$ cat src/rtl/reward_pkg.sv
// Shared definitions for the reward scheduler and its neighbours.
// Contents:
//   DEF_*          default widths / depths / watchdog limit
//   sched_state_t  scheduler FSM state encoding
//   PKT_*          packet-type codes carried on pktType to the datapath
package reward_pkg;

    localparam int DEF_WORD_WIDTH    = 16;
    localparam int DEF_MAX_NEIGHBORS = 16;
    localparam int DEF_TIMEOUT       = 64;

    typedef enum logic [2:0] {
        S_IDLE      = 3'd0,
        S_READ      = 3'd1,
        S_WAIT_RD   = 3'd2,
        S_COMPUTE   = 3'd3,
        S_WRITEBACK = 3'd4,
        S_DONE      = 3'd5
    } sched_state_t;

    localparam logic [2:0] PKT_DATA        = 3'd0;
    localparam logic [2:0] PKT_HELLO       = 3'd1;
    localparam logic [2:0] PKT_ACK         = 3'd2;
    localparam logic [2:0] PKT_ROUTE_REQ   = 3'd3;
    localparam logic [2:0] PKT_ROUTE_REPLY = 3'd4;

endpackage

$ cat src/rtl/reward_scheduler_if.sv
// Bus between the reward scheduler, the neighbor table and the reward datapath.
//   nt_rd_en/nt_rd_addr        table read request (scheduler -> table)
//   nt_rd_valid/mNodeID/mNodeQValue  read response (table -> scheduler)
//   rw_start                   datapath launch pulse (scheduler -> datapath)
//   rw_done/rw_qvalue          datapath result (datapath -> scheduler)
//   wb_en/wb_addr/wb_qvalue    table write-back (scheduler -> table)
// Modports: master = scheduler side, slave = table/datapath side.
interface reward_scheduler_if
    import reward_pkg::*;
#(
    parameter int WORD_WIDTH = DEF_WORD_WIDTH,
    parameter int IDX_W      = $clog2(DEF_MAX_NEIGHBORS)
);
    logic                  nt_rd_en;
    logic [IDX_W-1:0]      nt_rd_addr;
    logic                  nt_rd_valid;
    logic [WORD_WIDTH-1:0] mNodeID;
    logic [WORD_WIDTH-1:0] mNodeQValue;
    logic                  rw_start;
    logic                  rw_done;
    logic [WORD_WIDTH-1:0] rw_qvalue;
    logic                  wb_en;
    logic [IDX_W-1:0]      wb_addr;
    logic [WORD_WIDTH-1:0] wb_qvalue;

    modport master (
        output nt_rd_en, nt_rd_addr, rw_start, wb_en, wb_addr, wb_qvalue,
        input  nt_rd_valid, mNodeID, mNodeQValue, rw_done, rw_qvalue
    );

    modport slave (
        input  nt_rd_en, nt_rd_addr, rw_start, wb_en, wb_addr, wb_qvalue,
        output nt_rd_valid, mNodeID, mNodeQValue, rw_done, rw_qvalue
    );
endinterface

$ cat src/rtl/watchdog_counter.sv
// Response watchdog for handshake controllers.
//   clk, nrst  clock, synchronous active-low reset
//   clear      restart the count (asserted on the edge entering a waiting state)
//   enable     count while the owner is waiting for a response
//   expired    high in the TIMEOUT-th enabled cycle after the last clear
module watchdog_counter #(
    parameter int TIMEOUT = 64
) (
    input  logic clk,
    input  logic nrst,
    input  logic clear,
    input  logic enable,
    output logic expired
);
    localparam int CNT_W = $clog2(TIMEOUT + 1);

    logic [CNT_W-1:0] count_q;
    logic [CNT_W-1:0] count_d;

    // count_q is 0 in the first waiting cycle, so TIMEOUT-1 marks the last one.
    assign expired = enable && (count_q == CNT_W'(TIMEOUT - 1));

    always_comb begin
        count_d = count_q;
        if (clear) begin
            count_d = '0;
        end else if (enable && !expired) begin
            count_d = count_q + 1'b1;
        end
    end

    always_ff @(posedge clk) begin
        if (!nrst) begin
            count_q <= '0;
        end else begin
            count_q <= count_d;
        end
    end
endmodule

$ cat src/rtl/reward_scheduler.sv
// Walks the neighbor table after a qualifying packet: reads each entry, runs
// one reward computation, writes the new Q back and keeps the best neighbor.
//   clk, nrst                 clock, synchronous active-low reset
//   start, fPacketType, neighborCount   scan request (accepted only when idle)
//   busy, done, err           scan status (done is a one-cycle pulse)
//   pktType                   latched packet type for the datapath
//   bus                       table read/write and datapath handshake
//   chosenHop/chosenQ/chosenValid       best (highest Q) neighbor so far
module reward_scheduler
    import reward_pkg::*;
#(
    parameter int WORD_WIDTH    = DEF_WORD_WIDTH,
    parameter int MAX_NEIGHBORS = DEF_MAX_NEIGHBORS,
    parameter int TIMEOUT       = DEF_TIMEOUT
) (
    input  logic                  clk,
    input  logic                  nrst,
    input  logic                  start,
    input  logic [2:0]            fPacketType,
    input  logic [4:0]            neighborCount,
    output logic                  busy,
    output logic                  done,
    output logic                  err,
    output logic [2:0]            pktType,
    reward_scheduler_if.master    bus,
    output logic [WORD_WIDTH-1:0] chosenHop,
    output logic [WORD_WIDTH-1:0] chosenQ,
    output logic                  chosenValid
);
    localparam int IDX_W = $clog2(MAX_NEIGHBORS);
    localparam int CNT_W = IDX_W + 1;

    sched_state_t          state_q, state_d;
    logic [IDX_W-1:0]      idx_q, idx_d;
    logic [CNT_W-1:0]      n_q, n_d;
    logic [2:0]            pkt_type_q, pkt_type_d;
    logic [WORD_WIDTH-1:0] node_id_q, node_id_d;
    logic [WORD_WIDTH-1:0] node_q_q, node_q_d;
    logic [WORD_WIDTH-1:0] new_q_q, new_q_d;
    logic [WORD_WIDTH-1:0] chosen_hop_q, chosen_hop_d;
    logic [WORD_WIDTH-1:0] chosen_q_q, chosen_q_d;
    logic                  chosen_valid_q, chosen_valid_d;
    logic                  err_q, err_d;
    logic                  busy_q, busy_d;
    logic                  done_q, done_d;
    logic                  nt_rd_en_q, nt_rd_en_d;
    logic                  rw_start_q, rw_start_d;
    logic                  wb_en_q, wb_en_d;

    logic wd_clear;
    logic wd_enable;
    logic wd_expired;

    // The table's stored Q is captured with the ID as one entry snapshot; the
    // ranking itself only uses the freshly computed Q.
    logic unused_read_q;
    assign unused_read_q = ^node_q_q;

    // Restart on every state change so each wait gets its own full budget.
    assign wd_clear  = (state_d != state_q);
    assign wd_enable = (state_q == S_WAIT_RD) || (state_q == S_COMPUTE);

    watchdog_counter #(
        .TIMEOUT (TIMEOUT)
    ) u_watchdog (
        .clk     (clk),
        .nrst    (nrst),
        .clear   (wd_clear),
        .enable  (wd_enable),
        .expired (wd_expired)
    );

    always_comb begin
        state_d        = state_q;
        idx_d          = idx_q;
        n_d            = n_q;
        pkt_type_d     = pkt_type_q;
        node_id_d      = node_id_q;
        node_q_d       = node_q_q;
        new_q_d        = new_q_q;
        chosen_hop_d   = chosen_hop_q;
        chosen_q_d     = chosen_q_q;
        chosen_valid_d = chosen_valid_q;
        err_d          = err_q;

        case (state_q)
            S_IDLE: begin
                if (start) begin
                    pkt_type_d     = fPacketType;
                    if (32'(neighborCount) > 32'(MAX_NEIGHBORS)) begin
                        n_d = CNT_W'(MAX_NEIGHBORS);
                    end else begin
                        n_d = CNT_W'(neighborCount);
                    end
                    idx_d          = '0;
                    chosen_hop_d   = '0;
                    chosen_q_d     = '0;
                    chosen_valid_d = 1'b0;
                    err_d          = 1'b0;
                    state_d        = (n_d == '0) ? S_DONE : S_READ;
                end
            end
            S_READ: begin
                state_d = S_WAIT_RD;
            end
            S_WAIT_RD: begin
                if (bus.nt_rd_valid) begin
                    node_id_d = bus.mNodeID;
                    node_q_d  = bus.mNodeQValue;
                    state_d   = S_COMPUTE;
                end else if (wd_expired) begin
                    err_d   = 1'b1;
                    state_d = S_DONE;
                end
            end
            S_COMPUTE: begin
                // rw_done coinciding with our own launch pulse is stale.
                if (bus.rw_done && !rw_start_q) begin
                    new_q_d = bus.rw_qvalue;
                    state_d = S_WRITEBACK;
                end else if (wd_expired) begin
                    err_d   = 1'b1;
                    state_d = S_DONE;
                end
            end
            S_WRITEBACK: begin
                // Strict compare: on a tie the earlier (lower index) entry stays.
                if (!chosen_valid_q || (new_q_q > chosen_q_q)) begin
                    chosen_hop_d   = node_id_q;
                    chosen_q_d     = new_q_q;
                    chosen_valid_d = 1'b1;
                end
                if ({1'b0, idx_q} == n_q - 1'b1) begin
                    state_d = S_DONE;
                end else begin
                    idx_d   = idx_q + 1'b1;
                    state_d = S_READ;
                end
            end
            S_DONE: begin
                state_d = S_IDLE;
            end
            default: begin
                state_d = S_IDLE;
            end
        endcase

        // Outputs are registered from the next state so they line up with it.
        busy_d     = (state_d != S_IDLE);
        done_d     = (state_d == S_DONE);
        nt_rd_en_d = (state_d == S_READ);
        rw_start_d = (state_d == S_COMPUTE) && (state_q != S_COMPUTE);
        wb_en_d    = (state_d == S_WRITEBACK);
    end

    always_ff @(posedge clk) begin
        if (!nrst) begin
            state_q        <= S_IDLE;
            idx_q          <= '0;
            n_q            <= '0;
            pkt_type_q     <= '0;
            node_id_q      <= '0;
            node_q_q       <= '0;
            new_q_q        <= '0;
            chosen_hop_q   <= '0;
            chosen_q_q     <= '0;
            chosen_valid_q <= 1'b0;
            err_q          <= 1'b0;
            busy_q         <= 1'b0;
            done_q         <= 1'b0;
            nt_rd_en_q     <= 1'b0;
            rw_start_q     <= 1'b0;
            wb_en_q        <= 1'b0;
        end else begin
            state_q        <= state_d;
            idx_q          <= idx_d;
            n_q            <= n_d;
            pkt_type_q     <= pkt_type_d;
            node_id_q      <= node_id_d;
            node_q_q       <= node_q_d;
            new_q_q        <= new_q_d;
            chosen_hop_q   <= chosen_hop_d;
            chosen_q_q     <= chosen_q_d;
            chosen_valid_q <= chosen_valid_d;
            err_q          <= err_d;
            busy_q         <= busy_d;
            done_q         <= done_d;
            nt_rd_en_q     <= nt_rd_en_d;
            rw_start_q     <= rw_start_d;
            wb_en_q        <= wb_en_d;
        end
    end

    assign busy           = busy_q;
    assign done           = done_q;
    assign err            = err_q;
    assign pktType        = pkt_type_q;
    assign chosenHop      = chosen_hop_q;
    assign chosenQ        = chosen_q_q;
    assign chosenValid    = chosen_valid_q;
    assign bus.nt_rd_en   = nt_rd_en_q;
    assign bus.nt_rd_addr = idx_q;
    assign bus.rw_start   = rw_start_q;
    assign bus.wb_en      = wb_en_q;
    assign bus.wb_addr    = idx_q;
    assign bus.wb_qvalue  = new_q_q;
endmodule

$ cat src/flat_wrapper.sv
// flat-port wrapper written by rule: the top's interface ports become plain ports
module reward_scheduler_flat import reward_pkg::*;
#(
    parameter int WORD_WIDTH    = DEF_WORD_WIDTH,
    parameter int MAX_NEIGHBORS = DEF_MAX_NEIGHBORS,
    parameter int TIMEOUT       = DEF_TIMEOUT
)
  (clk, nrst, start, fPacketType, neighborCount, busy, done, err, pktType, chosenHop, chosenQ, chosenValid, bus_nt_rd_en, bus_nt_rd_addr, bus_rw_start, bus_wb_en, bus_wb_addr, bus_wb_qvalue, bus_nt_rd_valid, bus_mNodeID, bus_mNodeQValue, bus_rw_done, bus_rw_qvalue);
  reward_scheduler_if #(.WORD_WIDTH(WORD_WIDTH), .IDX_W((4))) bus_i ();
  input  logic clk;
  input  logic nrst;
  input  logic start;
  input  logic [2:0] fPacketType;
  input  logic [4:0] neighborCount;
  output logic busy;
  output logic done;
  output logic err;
  output logic [2:0] pktType;
  output logic [WORD_WIDTH-1:0] chosenHop;
  output logic [WORD_WIDTH-1:0] chosenQ;
  output logic chosenValid;
  output wire logic [$bits(bus_i.nt_rd_en)-1:0] bus_nt_rd_en;
  output wire logic [$bits(bus_i.nt_rd_addr)-1:0] bus_nt_rd_addr;
  output wire logic [$bits(bus_i.rw_start)-1:0] bus_rw_start;
  output wire logic [$bits(bus_i.wb_en)-1:0] bus_wb_en;
  output wire logic [$bits(bus_i.wb_addr)-1:0] bus_wb_addr;
  output wire logic [$bits(bus_i.wb_qvalue)-1:0] bus_wb_qvalue;
  input wire logic [$bits(bus_i.nt_rd_valid)-1:0] bus_nt_rd_valid;
  input wire logic [$bits(bus_i.mNodeID)-1:0] bus_mNodeID;
  input wire logic [$bits(bus_i.mNodeQValue)-1:0] bus_mNodeQValue;
  input wire logic [$bits(bus_i.rw_done)-1:0] bus_rw_done;
  input wire logic [$bits(bus_i.rw_qvalue)-1:0] bus_rw_qvalue;
  assign bus_nt_rd_en = bus_i.nt_rd_en;
  assign bus_nt_rd_addr = bus_i.nt_rd_addr;
  assign bus_rw_start = bus_i.rw_start;
  assign bus_wb_en = bus_i.wb_en;
  assign bus_wb_addr = bus_i.wb_addr;
  assign bus_wb_qvalue = bus_i.wb_qvalue;
  assign bus_i.nt_rd_valid = bus_nt_rd_valid;
  assign bus_i.mNodeID = bus_mNodeID;
  assign bus_i.mNodeQValue = bus_mNodeQValue;
  assign bus_i.rw_done = bus_rw_done;
  assign bus_i.rw_qvalue = bus_rw_qvalue;
  reward_scheduler #(.WORD_WIDTH(WORD_WIDTH), .MAX_NEIGHBORS(MAX_NEIGHBORS), .TIMEOUT(TIMEOUT)) u_core (.clk(clk), .nrst(nrst), .start(start), .fPacketType(fPacketType), .neighborCount(neighborCount), .busy(busy), .done(done), .err(err), .pktType(pktType), .bus(bus_i), .chosenHop(chosenHop), .chosenQ(chosenQ), .chosenValid(chosenValid));
endmodule
$ cat config.mk
export PLATFORM = sky130hd
export DESIGN_NAME = reward_scheduler_flat
export DESIGN_NICKNAME = d
export VERILOG_FILES = /design/src/rtl/reward_pkg.sv /design/src/rtl/reward_scheduler_if.sv /design/src/rtl/watchdog_counter.sv /design/src/rtl/reward_scheduler.sv /design/src/flat_wrapper.sv
export SDC_FILE = /design/constraint.sdc
export NUM_CORES = 1
export LEC_CHECK = 0
export ABC_AREA = 0
export CELL_PAD_IN_SITES_DETAIL_PLACEMENT = 0
export CELL_PAD_IN_SITES_GLOBAL_PLACEMENT = 1
export CORE_MARGIN = 2
export CORE_UTILIZATION = 38
export CTS_CLUSTER_SIZE = 25
export DETAILED_ROUTE_END_ITERATION = 8
export PLACE_DENSITY_LB_ADDON = 0.1
export SKIP_LAST_GASP = 1
export SYNTH_ARGS = -nofsm -noshare
export SYNTH_HDL_FRONTEND = slang
export SYNTH_SLANG_ARGS = --single-unit
$ cat constraint.sdc
create_clock -name clk -period 4.8 [get_ports clk]
set_clock_uncertainty 0.15 [all_clocks]
set_input_delay 0.96 -clock clk [delete_from_list [all_inputs] [get_ports clk]]
set_output_delay 0.96 -clock clk [all_outputs]
set_load 0.01 [all_outputs]
Word level (Yosys, flattened, before mapping)
Cells that the tools add are included.
W data, S select, Z words.
{"block": "word_totals", "out_inout_bits": 66, "word_cells": 85, "reg_bits": 93}
{"block": "classes", "n_lt_le_gt_ge": 2, "n_reduce_logical": 21, "bitwise_logic": 1, "n_eq_ne": 17, "n_mux": 25, "add_sub_neg": 3}
{"operator": "$pmux W16 S2", "count": 2}
{"operator": "$mux W16", "count": 3}
{"operator": "$mux W3", "count": 6}
{"operator": "$gt A16 B16 Y1", "count": 1}
{"operator": "$mux W5", "count": 3}
{"operator": "$pmux W3 S5", "count": 1}
{"operator": "$eq A3 B2 Y1 const B", "count": 3}
{"operator": "$eq A3 B3 Y1 const B", "count": 3}
{"operator": "$mux W4", "count": 2}
{"operator": "$ne A2 B2 Y1 const B", "count": 4}
{"operator": "$pmux W4 S2", "count": 1}
{"operator": "$add A7 B1 Y7 const B", "count": 1}
{"operator": "$eq A7 B6 Y1 const B", "count": 1}
{"operator": "$eq A3 B1 Y1 const B", "count": 2}
{"operator": "$reduce_and A2 Y1", "count": 3}
{"operator": "$reduce_and A3 Y1", "count": 2}
{"operator": "$reduce_bool A3 Y1", "count": 2}
{"operator": "$eq A4 B5 Y1", "count": 1}
{"operator": "$gt A5 B5 Y1 const B", "count": 1}
{"operator": "$logic_not A5 Y1", "count": 1}
{"operator": "$mux W1", "count": 5}
{"operator": "$sub A5 B1 Y5 const B", "count": 1}
{"operator": "$add A4 B1 Y4 const B", "count": 1}
{"operator": "$logic_and A1 B1 Y1", "count": 4}
{"operator": "other kinds (12)", "count": 15}

Longest topological paths before layout
{"block": "depth", "ltp_word": 10, "ltp_mapped": 10, "ltp_nobuf": 7}

By module
Synthesis repeated with hierarchy kept, for this count alone.
{"block": "hier_totals", "cells_unflattened": 445, "area_unflattened_um2": 4071.4}
{"mod": "reward_scheduler", "cells_each": 404, "instances": 1, "seq_area_each_um2": 1721.7, "area_per_inst_um2": 3716.1}
{"mod": "watchdog_counter", "cells_each": 41, "instances": 1, "seq_area_each_um2": 140.1, "area_per_inst_um2": 355.3}

Worst setup path before layout
OpenSTA, ideal clock, no wires.
{"block": "synth_path", "kind": "input-to-reg", "startpoint": "input port start", "endpoint": "register u_core.u_watchdog.count_q[0]", "path_buffers": 1, "stages": 6, "path_slack_ns": 2.426, "required_ns": 4.526, "setup_time_ns": 0.124, "t_arrival_ns": 2.100, "path_cell_list": "or4b_1 -> buf_2 -> nor3_2 -> nor4_1 -> o221ai_4 -> nor2_1"}
{"block": "synth_between", "elab_chain_cells": 4}
{"item": "from (decl)", "line": "flat_wrapper.sv:12", "source": "input logic start;"}
{"item": "$mux W3", "line": "reward_scheduler.sv:88", "source": "if (start) begin"}
{"item": "$pmux W3 S5", "line": "reward_scheduler.sv:86", "source": "case (state_q)"}
{"item": "$ne A3 B3 Y1", "line": "reward_scheduler.sv:60", "source": "assign wd_clear = (state_d != state_q);"}
{"item": "$reduce_or A2 Y1 (no source line)"}
{"item": "to (signal assigned)", "line": "watchdog_counter.sv:36", "source": "count_q <= count_d;"}
{"item": "to (decl)", "line": "watchdog_counter.sv:17", "source": "logic [CNT_W-1:0] count_q;"}
Every way passes these cells.
A chain may end at the register's enable or synchronous reset.

==> flow_metrics.py <==
metrics = {
    "power_and_ir_drop": {
        "total_leakage_power_uw": 0.00237,
        "power_density_nw_per_um2": 286,
        "max-vdd-ir-drop_v": 0.000289,
        "total_power_uw": 1800,
    },
    "die": {
        "die_height_um": 116,
        "dieArea_um2": 13600,
        "row_count": 41,
        "core_um2": 12500,
        "initial_core_utilization_pct": 38.5,
        "ios": 127,
        "chipWidth_um": 116,
    },
    "logic_synthesis": {
        "yosys_warnings": 0,
        "synth_flop_cell": "sky130_fd_sc_hd__dfxtp_1",
        "mappedNetlistNets": 665,
        "synth.cell_area_um2": 4800,
        "syn-mean-instance-area_um2": 8.21,
        "count_of_flip_flops_with_a_built_in_enable_after_synthesis": 0,
        "syn-instance-count": 585,
        "synth.ff_latch_count": 93,
        "synth_top_area_cell": "sky130_fd_sc_hd__dfxtp_1",
        "postSynth.asyncResetShare_pct": 0,
        "yosys-top-cells-area": "sky130_fd_sc_hd__dfxtp_1 (39%), sky130_fd_sc_hd__nand2_1 (8.5%), sky130_fd_sc_hd__ha_1 (4.9%)",
        "ys_seq_area_share_pct": 38.7,
        "yosysUniqueCellTypes": 54,
        "post-synth-top-area-fraction_pct": 38.8,
    },
    "sta": {
        "tightest_slew_ns": 0.819,
        "worst_slew_margin_rel_pct": 45.3,
        "timing_hold_violations_final": 0,
        "final_period_minus_worst_setup_slack_ns": 3.08,
        "finalSetupViolCount": 0,
        "final-max-slew-violation-count": 0,
        "timing.setup.tns_ns": 0,
        "rsz0062_at_grt": "false",
        "maxClockFrequency_mhz": 324,
        "fin_crit_sh_pct": 64.2,
    },
    "global_routing": {
        "global_route.usage.met1_pct": 27.0,
        "grt_max_degree": 65,
        "grt.met3_usage_pct": 5.14,
        "grt_pass1_wl_um": 21000,
        "grt_remaining_overflow": 0,
        "track_usage_pct": 19.7,
        "via_count_of_the_first_global_routing_pass": 4169,
        "global_route.peak_usage_layer": "met2",
        "initial_antenna_violation_count": 0,
        "met2_usage_pct": 30.4,
    },
    "drt": {
        "vias": 4442,
        "drt_first_pass_iters": 7,
        "drt_first_iter_violations": 234,
        "totalWireLength_um": 13100,
        "detail_route.wl_per_cell_um": 15.6,
        "detail_route.vias_per_cell": 5.30,
        "drt.antenna.violating_nets": 0,
        "drc_errors": 0,
    },
    "clocking": {
        "cts-root-buf": "sky130_fd_sc_hd__clkbuf_16",
        "clock_tree_from_tritoncts": "done",
        "clkLatencyLatePin_ns": 0.34,
        "maximum_count_of_clock_buffers_along_a_single_path": 2,
        "cts_max_level": 3,
        "hold_buffers": 0,
        "post_cts.resized_instances": 0,
        "tritoncts.num_buffers": 9,
        "post-cts-setup-buffers": 0,
        "clkSinkCount": 93,
        "clk_transition_reported_paths_ns": 0.06,
    },
    "finish": {
        "layout.cells.most_common": "sky130_fd_sc_hd__clkdlybuf4s50_1",
        "layout-drive-gt1-share_pct": 4.95,
        "layout.cells.most_common_list": "sky130_fd_sc_hd__clkdlybuf4s50_1 (110), sky130_fd_sc_hd__nand2_1 (109), sky130_fd_sc_hd__dfxtp_1 (93), sky130_fd_sc_hd__a21oi_1 (47), sky130_fd_sc_hd__nor2_1 (41)",
        "flow.area_growth_from_synthesis_pct": 30.8,
        "finish.net_count": 742,
        "antennaDiodeCount": 0,
        "register_cell_area_after_layout_um2": 1860,
        "filler_cell_count": 1191,
        "multi_input_comb_area_um2": 2640,
    },
    "critical_path": {
        "crit_arrival_ns": 3.22,
        "critical_path.slowest_cell": "sky130_fd_sc_hd__nor2_4",
        "worstSetupPathType": "in2reg",
        "worstPathCellList": "clkdlybuf4s50_1 > buf_4 > inv_2 > nor2_4 > nand2_1 > a311oi_1 > a211o_1",
        "critPathMaxStageDelay_ns": 0.66,
        "cp-end-kind": "register",
        "crit_fanout": 44,
        "worstSetupStartpointType": "input pin",
        "critPathRequiredTime_ns": 4.94,
    },
    "status": {
        "outcome": "finished clean",
    },
    "worst_hold_path": {
        "min-delay-path-class": "reg2reg",
    },
    "placed_design": {
        "place.gp.congestion": 0.825,
        "i_o_buffers": 110,
        "dp_hpwl_um": 8640,
    },
    "run": {
        "drv.max_cap_violation_count": 0,
    },
}
[synthesized netlist by cell type (all sizes together), types with 8 or more instances]
cell      n
nand2   109
a21oi    47
and3     23
ha       19
a311oi   17
nand4     8
dfxtp    93
and2     18
nor2     42
inv      22
and4     17
buf      30
o31ai    15
clkbuf   22
a211o    15
a32oi    15
[layout make-up]
type | count | share of cell area [%]
clock inverter | 3 | 1.09
sequential | 93 | 29.6
multi-input combinational | 418 | 42.0
clock buffer | 12 | 4.08
tap | 172 | 3.42
timing repair buffer | 118 | 18.5
inverter | 22 | 1.31
[registers in the layout (all words and copies together) (netlist names)]
register,cells
u_core.bus.nt_rd_addr,4
u_core.bus.nt_rd_en,1
u_core.bus.rw_start,1
u_core.bus.wb_en,1
u_core.bus.wb_qvalue,16
u_core.busy,1
u_core.chosenHop,16
u_core.chosenQ,16
u_core.chosenValid,1
u_core.done,1
u_core.err,1
u_core.n_q,5
u_core.node_id_q,16
u_core.pktType,3
u_core.state_q,3
u_core.u_watchdog.count_q,7
[kinds of logic after synthesis]
family	after synthesis	share of synthesized area [%]
DFF	93	38.8
muxes	6	1.28
AOI/OAI and AO/OA	131	19.7
xor gates and xnor gates	12	2.19
adders and majority gates	20	5.16
and+or+nand+nor	249	26.3
buffers and inverters	74	6.67
[worst max-delay path: cells and delay by family]
kind	cells	cell delay, ns
AOI/OAI and AO/OA	2	0.43
buffers and inverters	3	0.91
and+or+nand+nor	2	0.87
[power by group]
group	internal (µW)	total [µW]	leakage [µW]	switching, µW
sequential	789	804	0.000752	15.3
clock	483	772	0.000159	289
combinational	90.3	223	0.00146	133
total	1360	1800	0.00237	437
[through the flow]
step / hold slack (ns) / utilization [%] / setup slack [ns] / area (µm²) / cells
6_report: 0.282 / 50.4 / 1.72 / 6290 / 838
2_1_floorplan: 0.261 / - / 2.43 / 4800 / 585
5_1_grt: 0.309 / 50.4 / 1.53 / 6290 / 838
4_1_cts: 0.286 / 50.4 / 1.73 / 6290 / 838
3_3_place_gp: 0.270 / 47.8 / 1.41 / 5960 / 823
3_5_place_dp: 0.278 / 47.8 / 1.35 / 5960 / 823
[final timing paths]
path	to	depth (start not counted)	slack [ns]	from
worst max-delay path	u_core.chosenHop[8]	7	1.72	nrst
worst min-delay path	u_core.u_watchdog.count_q[6]	2	0.28	u_core.u_watchdog.count_q[6]
worst max register to register	u_core.chosenQ[0]	7	2.00	u_core.chosenQ[13]
worst min register to register	u_core.u_watchdog.count_q[6]	2	0.28	u_core.u_watchdog.count_q[6]
[per-layer routing]
metal  vias up  share of wire, %
li1       2239                 -
met2       101                46
met3        10               4.0
met1      2092                49
met4         0               1.4
met5         -                 0
Note: power is estimated with default switching activity, not from simulation.
